===== src/rtl/lc3_control_fsm.sv =====
// lc3_control_fsm: Moore sequencer driving the LC-3 datapath through fetch, decode and execute,
// with fixed memory wait states, a PAUSE/Continue handshake and an idle HALTED state.
module lc3_control_fsm #(
    parameter int MEM_WAIT = 2
) (
    input  logic       Clk,
    input  logic       Reset_al,
    input  logic       Run,
    input  logic       Continue,
    input  logic [3:0] Opcode,
    input  logic       IR_5,
    input  logic       IR_11,
    input  logic       BEN,
    output logic       LD_MAR,
    output logic       LD_MDR,
    output logic       LD_IR,
    output logic       LD_BEN,
    output logic       LD_CC,
    output logic       LD_REG,
    output logic       LD_PC,
    output logic       LD_LED,
    output logic       GatePC,
    output logic       GateMDR,
    output logic       GateALU,
    output logic       GateMARMUX,
    output logic [1:0] PCMUX,
    output logic [1:0] ADDR2MUX,
    output logic       ADDR1MUX,
    output logic [1:0] ALUK,
    output logic       SR1MUX,
    output logic       DRMUX,
    output logic       MIO_EN,
    output logic       Mem_OE,
    output logic       Mem_WE,
    output logic [4:0] State
);
    // HALTED is code 0 so State reads 0 while reset is held; other codes follow the LC-3 state numbers where they fit
    typedef enum logic [4:0] {
        HALTED = 5'd0,  S01 = 5'd1,  S32 = 5'd2,  S33 = 5'd3,  S04 = 5'd4,  S05 = 5'd5,
        S06 = 5'd6,  S07 = 5'd7,  S35 = 5'd8,  S09 = 5'd9,  PAUSE1 = 5'd10, PAUSE2 = 5'd11,
        S12 = 5'd12, S16 = 5'd16, S18 = 5'd18, S20 = 5'd20, S21 = 5'd21, S22 = 5'd22,
        S23 = 5'd23, S00 = 5'd24, S25 = 5'd25, S27 = 5'd27
    } state_t;

    localparam logic [2:0] WAIT_INIT = 3'(MEM_WAIT - 1);

    state_t     state_q, state_d;
    logic [2:0] cnt_q, cnt_d;
    logic       mem_done;
    logic [2:0] cnt_next;
    logic       ir5_unused;

    assign ir5_unused = IR_5;
    assign mem_done   = cnt_q == 3'd0;
    assign cnt_next   = mem_done ? WAIT_INIT : cnt_q - 3'd1;
    assign State      = state_q;

    always_ff @(posedge Clk or negedge Reset_al)
        if (!Reset_al) begin
            state_q <= HALTED;
            cnt_q   <= '0;
        end else begin
            state_q <= state_d;
            cnt_q   <= cnt_d;
        end

    always_comb begin
        state_d    = HALTED;
        cnt_d      = WAIT_INIT;
        LD_MAR     = 1'b0;
        LD_MDR     = 1'b0;
        LD_IR      = 1'b0;
        LD_BEN     = 1'b0;
        LD_CC      = 1'b0;
        LD_REG     = 1'b0;
        LD_PC      = 1'b0;
        LD_LED     = 1'b0;
        GatePC     = 1'b0;
        GateMDR    = 1'b0;
        GateALU    = 1'b0;
        GateMARMUX = 1'b0;
        PCMUX      = 2'b00;
        ADDR2MUX   = 2'b00;
        ADDR1MUX   = 1'b0;
        ALUK       = 2'b00;
        SR1MUX     = 1'b0;
        DRMUX      = 1'b0;
        MIO_EN     = 1'b0;
        Mem_OE     = 1'b0;
        Mem_WE     = 1'b0;
        case (state_q)
            HALTED: state_d = Run ? S18 : HALTED;
            S18: begin
                GatePC  = 1'b1;
                LD_MAR  = 1'b1;
                PCMUX   = 2'b10;
                LD_PC   = 1'b1;
                state_d = S33;
            end
            S33, S25: begin
                Mem_OE  = 1'b1;
                MIO_EN  = 1'b1;
                LD_MDR  = 1'b1;
                cnt_d   = cnt_next;
                state_d = !mem_done ? state_q : (state_q == S33) ? S35 : S27;
            end
            S35: begin
                GateMDR = 1'b1;
                LD_IR   = 1'b1;
                state_d = S32;
            end
            S32: begin
                LD_BEN = 1'b1;
                case (Opcode)
                    4'b0001: state_d = S01;
                    4'b0101: state_d = S05;
                    4'b1001: state_d = S09;
                    4'b0000: state_d = S00;
                    4'b1100: state_d = S12;
                    4'b0100: state_d = S04;
                    4'b0110: state_d = S06;
                    4'b0111: state_d = S07;
                    4'b1101: state_d = PAUSE1;
                    default: state_d = S18;
                endcase
            end
            S01, S05, S09: begin
                SR1MUX  = 1'b1;
                ALUK    = (state_q == S05) ? 2'b01 : (state_q == S09) ? 2'b10 : 2'b00;
                GateALU = 1'b1;
                LD_REG  = 1'b1;
                LD_CC   = 1'b1;
                state_d = S18;
            end
            S00: state_d = BEN ? S22 : S18;
            S22, S21: begin
                ADDR1MUX = 1'b1;
                ADDR2MUX = (state_q == S22) ? 2'b01 : 2'b00;
                PCMUX    = 2'b01;
                LD_PC    = 1'b1;
                state_d  = S18;
            end
            S12: begin
                SR1MUX  = 1'b1;
                ALUK    = 2'b11;
                GateALU = 1'b1;
                LD_PC   = 1'b1;
                state_d = S18;
            end
            S04: begin
                GatePC  = 1'b1;
                DRMUX   = 1'b1;
                LD_REG  = 1'b1;
                state_d = IR_11 ? S21 : S20;
            end
            S20: begin
                SR1MUX   = 1'b1;
                ADDR2MUX = 2'b11;
                PCMUX    = 2'b01;
                LD_PC    = 1'b1;
                state_d  = S18;
            end
            S06, S07: begin
                SR1MUX     = 1'b1;
                ADDR2MUX   = 2'b10;
                GateMARMUX = 1'b1;
                LD_MAR     = 1'b1;
                state_d    = (state_q == S06) ? S25 : S23;
            end
            S27: begin
                GateMDR = 1'b1;
                LD_REG  = 1'b1;
                LD_CC   = 1'b1;
                state_d = S18;
            end
            S23: begin
                ALUK    = 2'b11;
                GateALU = 1'b1;
                LD_MDR  = 1'b1;
                state_d = S16;
            end
            S16: begin
                Mem_WE  = 1'b1;
                cnt_d   = cnt_next;
                state_d = mem_done ? S18 : S16;
            end
            PAUSE1: begin
                LD_LED  = 1'b1;
                state_d = Continue ? PAUSE2 : PAUSE1;
            end
            PAUSE2: state_d = Continue ? PAUSE2 : S18;
            default: state_d = HALTED;
        endcase
    end
endmodule


===== config.mk =====
export PLATFORM = sky130hd
export DESIGN_NAME = lc3_control_fsm
export DESIGN_NICKNAME = d
export VERILOG_FILES = /design/src/rtl/lc3_control_fsm.sv
export SDC_FILE = /design/constraint.sdc
export NUM_CORES = 1
export LEC_CHECK = 0
export ABC_AREA = 1
export BUFFER_PORTS_ARGS = -buffer_cell sky130_fd_sc_hd__buf_4
export CAP_MARGIN = 20
export CORE_MARGIN = 1.5
export CORE_UTILIZATION = 40
export CTS_CLUSTER_DIAMETER = 30
export DETAILED_ROUTE_END_ITERATION = 10
export GPL_TIMING_DRIVEN = 0
export PLACE_DENSITY = 0.78
export REMOVE_ABC_BUFFERS = 1
export SYNTH_ARGS = -nofsm -noshare
export SYNTH_HDL_FRONTEND = slang
export SYNTH_SLANG_ARGS = --single-unit

===== constraint.sdc =====
create_clock -name Clk -period 1.4 [get_ports Clk]
set_input_delay 0.14 -clock Clk [delete_from_list [all_inputs] [get_ports Clk]]
set_output_delay 0.14 -clock Clk [all_outputs]
set_load 0.01 [all_outputs]

After elaboration in Yosys (flattened, before gate mapping)
Memory sizes are Yosys's and may differ from the RTL's.
Cells that the tools add are included.
- register bits: 8
- memory bits (read-only): 80
- output and inout port bits: 29
- logic and storage cells: 80
- memories kept: 1
- memory list (name ; depth ; width ; rd ports ; clocked after Yosys merged registers in ; write ports ; RTL line ; RTL):
    (name not given) ; 16 ; 5 ; 1 ; 0 ; 0 ; 114 ; case (Opcode)
- $add $sub $neg: 1
- eq/ne operators: 22
- mux-type cells: 35
- reduce and logical (&&, ||, !) cells: 19
- operators with widths (cell ; number):
    5-bit one-hot mux with 13 select lines ; 1
    5-bit == test (second input constant) ; 9
    5-bit by 4-bit == test with 1-bit output (second input constant) ; 5
    5-bit by 3-bit == test with 1-bit output (second input constant) ; 4
    1-bit 2-to-1 mux ; 20
    5-bit 2-to-1 mux ; 4
    3-bit OR reduction ; 5
    5-bit OR reduction ; 3
    2-bit OR reduction ; 6
    5-bit by 2-bit == test with 1-bit output (second input constant) ; 2
    3-bit 2-to-1 mux ; 3
    2-bit one-hot mux with 2 select lines ; 2
    8-bit OR reduction ; 1
    7-bit OR reduction ; 1
    2-bit 2-to-1 mux ; 3
    2-bit one-hot mux with 3 select lines ; 1
    5-bit by 1-bit == test with 1-bit output (second input constant) ; 1
    5-bit logical NOT ; 1
    4-bit 2-to-1 mux ; 1
    4-bit OR reduction ; 1
    3-bit logical NOT ; 1
    3-bit by 1-bit subtractor with 3-bit output (second input constant) ; 1
    2-bit != test (second input constant) ; 1

Longest topological paths before layout
- word-level depth: 4
- mapped depth: 10
- gate-level depth less buffers: 9

Worst setup path after synthesis
No wires, ideal clock.
- path kind: reg-to-output
- from: reg state_q[4] (netlist: State[4])
- to: out SR1MUX
- arrival time: 1364 ps
- path slack: -104 ps
- cell stages (with the launch flop): 8
- cells stage by stage: dfrtp_1 > buf_4 > inv_2 > nand3_1 > a21oi_2 > inv_2 > o21ai_2 > nand3b_1
- cells in the longest elaborated chain, start to end: 3
- RTL lines (what ; RTL line ; RTL):
    start, declared ; 47 ; state_t state_q, state_d;
    start signal, assigned ; 63 ; state_q <= state_d;
    5-bit by 3-bit == test with 1-bit output (tied with other cells) ; 91 ; case (state_q)
    7-bit OR reduction (no line) * ; - ;
    1-bit 2-to-1 mux * ; 91 ;
    end, declared ; 30 ; output logic SR1MUX,
Mark *: on every way between the ends. The rest lies on a longest branch, timed or not.

Worst setup path after layout
- from: reg state_q[1] (netlist: State[1])
- to: out LD_PC
- cells in the longest elaborated chain, start to end: 3
- RTL lines (what ; RTL line ; RTL):
    5-bit == test or 5-bit by 4-bit == test with 1-bit output (tied branches) ; 91 ;
    5-bit OR reduction (no line) * ; - ;
    1-bit 2-to-1 mux * ; 91 ;
    end, declared ; 20 ; output logic LD_PC,
Marks and branches as above.

==> results <==
- The die height is between 40 and 50 um.
- The kind of capture point of the worst setup path is a primary output.
- The flow ran to the end, but the final reports show violations.
- Traced cell by cell, the critical path runs through nand2_2 -> inv_1 -> o21ai_2 -> or2_4 -> buf_6.
- The maximum number of pins on one net before global-route repair is 9.
- The kind of start point of the critical path is a flip-flop.
- The floorplan step set the die width to 49.0 um.
- Summing all multi-input logic gate instances after layout gives 712 um2.
- In this run the count of I/O pins placed on the die edge is 40.
- The hold violation total from the final report was 0.
- The critical path class is flip-flop to primary output.
- The final worst clock skew is 9.65 ps.
- The worst pin sits at a relative slew slack of about 80%.
- After synthesis, the cell types taking the most area are sky130_fd_sc_hd__dfrtp_1 (24%), sky130_fd_sc_hd__nor2_1 (10%), sky130_fd_sc_hd__nand2_1 (9.3%).
- Counting flops with a built-in enable in the synthesized netlist gives 0.
- In this run the tool buffered the top-level ports with 38 buffer cells.
- The finished layout holds 225 standard cells, fillers aside.
- Before antenna repair, the detailed router went through 4 iterations.
- In this run, distinct cell masters in the synthesized netlist total 27.
- The area used by sequential logic in the layout is about 210 um2.
- The final worst hold slack is 179 ps.
- After detailed routing, the total wire length is around 3.9 mm.
- The worst supply voltage drop on vdd is approximately 1.1 mV.
- The slew at the pin closest to its max-slew limit is 285 ps.
- The number of buffers and inverters on the critical path is 2.
- The longest clock path from root to sink contains 2 buffers.
- The count of final max-slew check failures is 0.
- The final worst slack is -331 ps.
- Dividing the detail-routed via count by the number of cells gives 5.69.
- The number of standard-cell rows in the floorplan is 16.
- The cell area reported after detailed placement is 1150 um2.
- The clock insertion delay at the later pin of the skew report is 270 ps.
- For this run, the total global-route usage over all layers was measured as approximately 28%.
- The standard cell with the maximum stage delay on the critical path is sky130_fd_sc_hd__dfrtp_2.
- In the routed design, unresolved DRC markers number 0.
- Of all cell types, the one taking the most synthesized area is sky130_fd_sc_hd__dfrtp_1.
- The total global routing overflow is 0.
- The congestion estimate from routability-driven global placement came to roughly 0.97.
- The post-placement cell count is 198.
- Summing all non-filler instances in the final layout gives an area of 1580 um2.
- The mean instance size in the synthesized netlist is approximately 6.3 um2.
- Clock-pin slew was measured on the worst setup and hold paths at 50 ps.
- The clock tree from TritonCTS is done.
- The checks that failed: negative setup slack.
- The analysis attributes to cell leakage a power of 0.000792 uW.
- The most frequent cell after synthesis is sky130_fd_sc_hd__nor2_1.
- The count of maximum capacitance violations is 0.
- The number of fill cells is around 120.
- The library cell used as clock root buffer is sky130_fd_sc_hd__clkbuf_4.
- On the worst path, the slowest cell contributes a delay of 500 ps.
- In this run, synthesis produced a sequential element count of 8.
- Among all flip-flop cells after synthesis, the most frequent one is sky130_fd_sc_hd__dfrtp_1.
- The type of the most critical hold path is input port to flip-flop.
- Dividing total power by cell area gives a power density of 2000 nW/um2.
- In the synthesized netlist, the cells that appear most often are sky130_fd_sc_hd__nor2_1 (23), sky130_fd_sc_hd__nand2_1 (21), sky130_fd_sc_hd__inv_1 (12), sky130_fd_sc_hd__nand3_1 (10), sky130_fd_sc_hd__inv_2 (9).
- The time the worst path needs with I/O delays and setup is ~1700 ps.
- The biggest fanout along the worst timing path is 7.
- For this configuration, the core starts out at a cell density of 42.6%.
- The routed layout has 1,280 vias.
- In the final layout, the share of cells above drive strength 1 is 62.1%.
- The total of warnings raised by yosys is 0.
- The total clock sinks is 8.
- The via count of the first global-routing pass is around 1,100.
- The arrival time at the worst endpoint is 1590 ps.
- The share of the yosys chip area belonging to registers is 23.7%.
- The final number of setup-violating endpoints is 29.
- The die area is 2400 um2.
- The number of instances in the synthesized netlist is 135.
- The post-detailed-route wirelength per cell is approximately 17 um.
- Setup repair after global routing could not meet its margin everywhere.
- The achievable frequency is about 580 MHz.
- Once detail routing completed, the nets flagged for antenna violations numbered 0.
- The worst-case setup slack after placement is -184 ps.
- The number of antenna diodes in the final layout is 0.
- After layout, the worst path uses 124% of the clock period.
- The HPWL reported at the end of detailed placement is 1.97 mm.
- In this run the biggest area consumer among cell types represents roughly a quarter of the synthesized area.
- The placeable core region is 1980 um2.
- The global-route wire length before repair is 5.24 mm.
- The synthesized netlist occupies a cell area of 845 um2.
- The deepest level of the CTS H-tree is 1.
- The initial antenna violation count is 0.
- Grouping stages by cell kind, the critical path spends the most delay in flip-flops.
- For the worst setup path, the data required time is approximately 1300 ps.
- Counting flops with an async set or reset pin after synthesis yields a share of between 90% and 100%.
- The area added between synthesis and finish is 86.5%.
- For this block, the initial DRC count from the detailed router was 59.
- The total CTS buffers is 3.
- In the final design database the tool counted 211 nets.
-- tightest hold or removal path, cell delays in order --
cell and delay, ps:
sky130_fd_sc_hd__buf_4 80, sky130_fd_sc_hd__a21oi_1 50, sky130_fd_sc_hd__nand4_1 120
-- cell type report --
cell class | instances | share of cell area (%)
clock buffers | 3 | 1.43
inverters | 21 | 5.32
multi-input cells | 104 | 45.2
flip-flops and latches | 8 | 13.1
well taps | 27 | 2.14
repair buffers | 62 | 32.8
-- sequential cells by signal, summed over array words and instances, names as in the netlist --
name,count
State,5
cnt_q,3
-- through the flow --
| step | utilization, % | setup TNS [ps] | total power, uW |
|---|---|---|---|
| after floorplan | - | -95.3 | 1310 |
| after global placement | 58.0 | -839 | 1880 |
| after detailed placement | 58.0 | -1040 | 1890 |
| after CTS | 73.5 | -3100 | 2690 |
| after global routing | 79.5 | -7460 | 3320 |
| final | 79.5 | -5620 | 3140 |
-- power breakdown --
part	switching, uW	internal [uW]	total [uW]	leakage [uW]
Sequential	163	314	477	0.0000954
Clock	91.7	98.9	191	0.0000138
Combinational	1350	1130	2480	0.000683
-- repair_timing --
action	CTS	global route
hold buffers	1	0
hold endpoints to repair	8	0
gates cloned	0	0
pin swaps	8	8
buffers inserted	20	3
resized for setup	39	26
setup endpoints to repair	29	31
-- cell usage in the layout, fill, tap and decap left out, drive strengths merged, types with 2 or more instances in the layout --
cell / instances
a21boi: 2
a21oi: 7
buf: 61
clkbuf: 3
dfrtp: 8
inv: 21
nand2: 27
nand3: 12
nand4: 5
nor2: 31
o21ai: 11
or2: 4
-- routing by layer --
metal	vias to the layer above	global-route usage, %	routed length (um)
met1	589	30.2	1440
met2	97	53.2	1810
li1	568	-	-
met5	-	0	0
met4	0	10.5	225
met3	26	6.75	378
-- final timing paths --
path / start / to / slack (ps) / depth (start not counted)
max: State[1] / LD_PC / -330 / 5
min: IR_11 / State[0] / 180 / 3
max reg2reg: State[2] / State[1] / -230 / 8
min reg2reg: cnt_q[0] / cnt_q[0] / 480 / 1
max in group asynchronous: Reset_al / State[0] / 1000 / 2
min in group asynchronous: Reset_al / State[3] / 240 / 2
-- kinds of logic after synthesis --
logic type	after synthesis	synth area share [%]
simple gates	81	48.1
compound gates	23	17.0
flops	8	23.7
buf+inv	23	11.1
(Power assumes the default switching activity.)
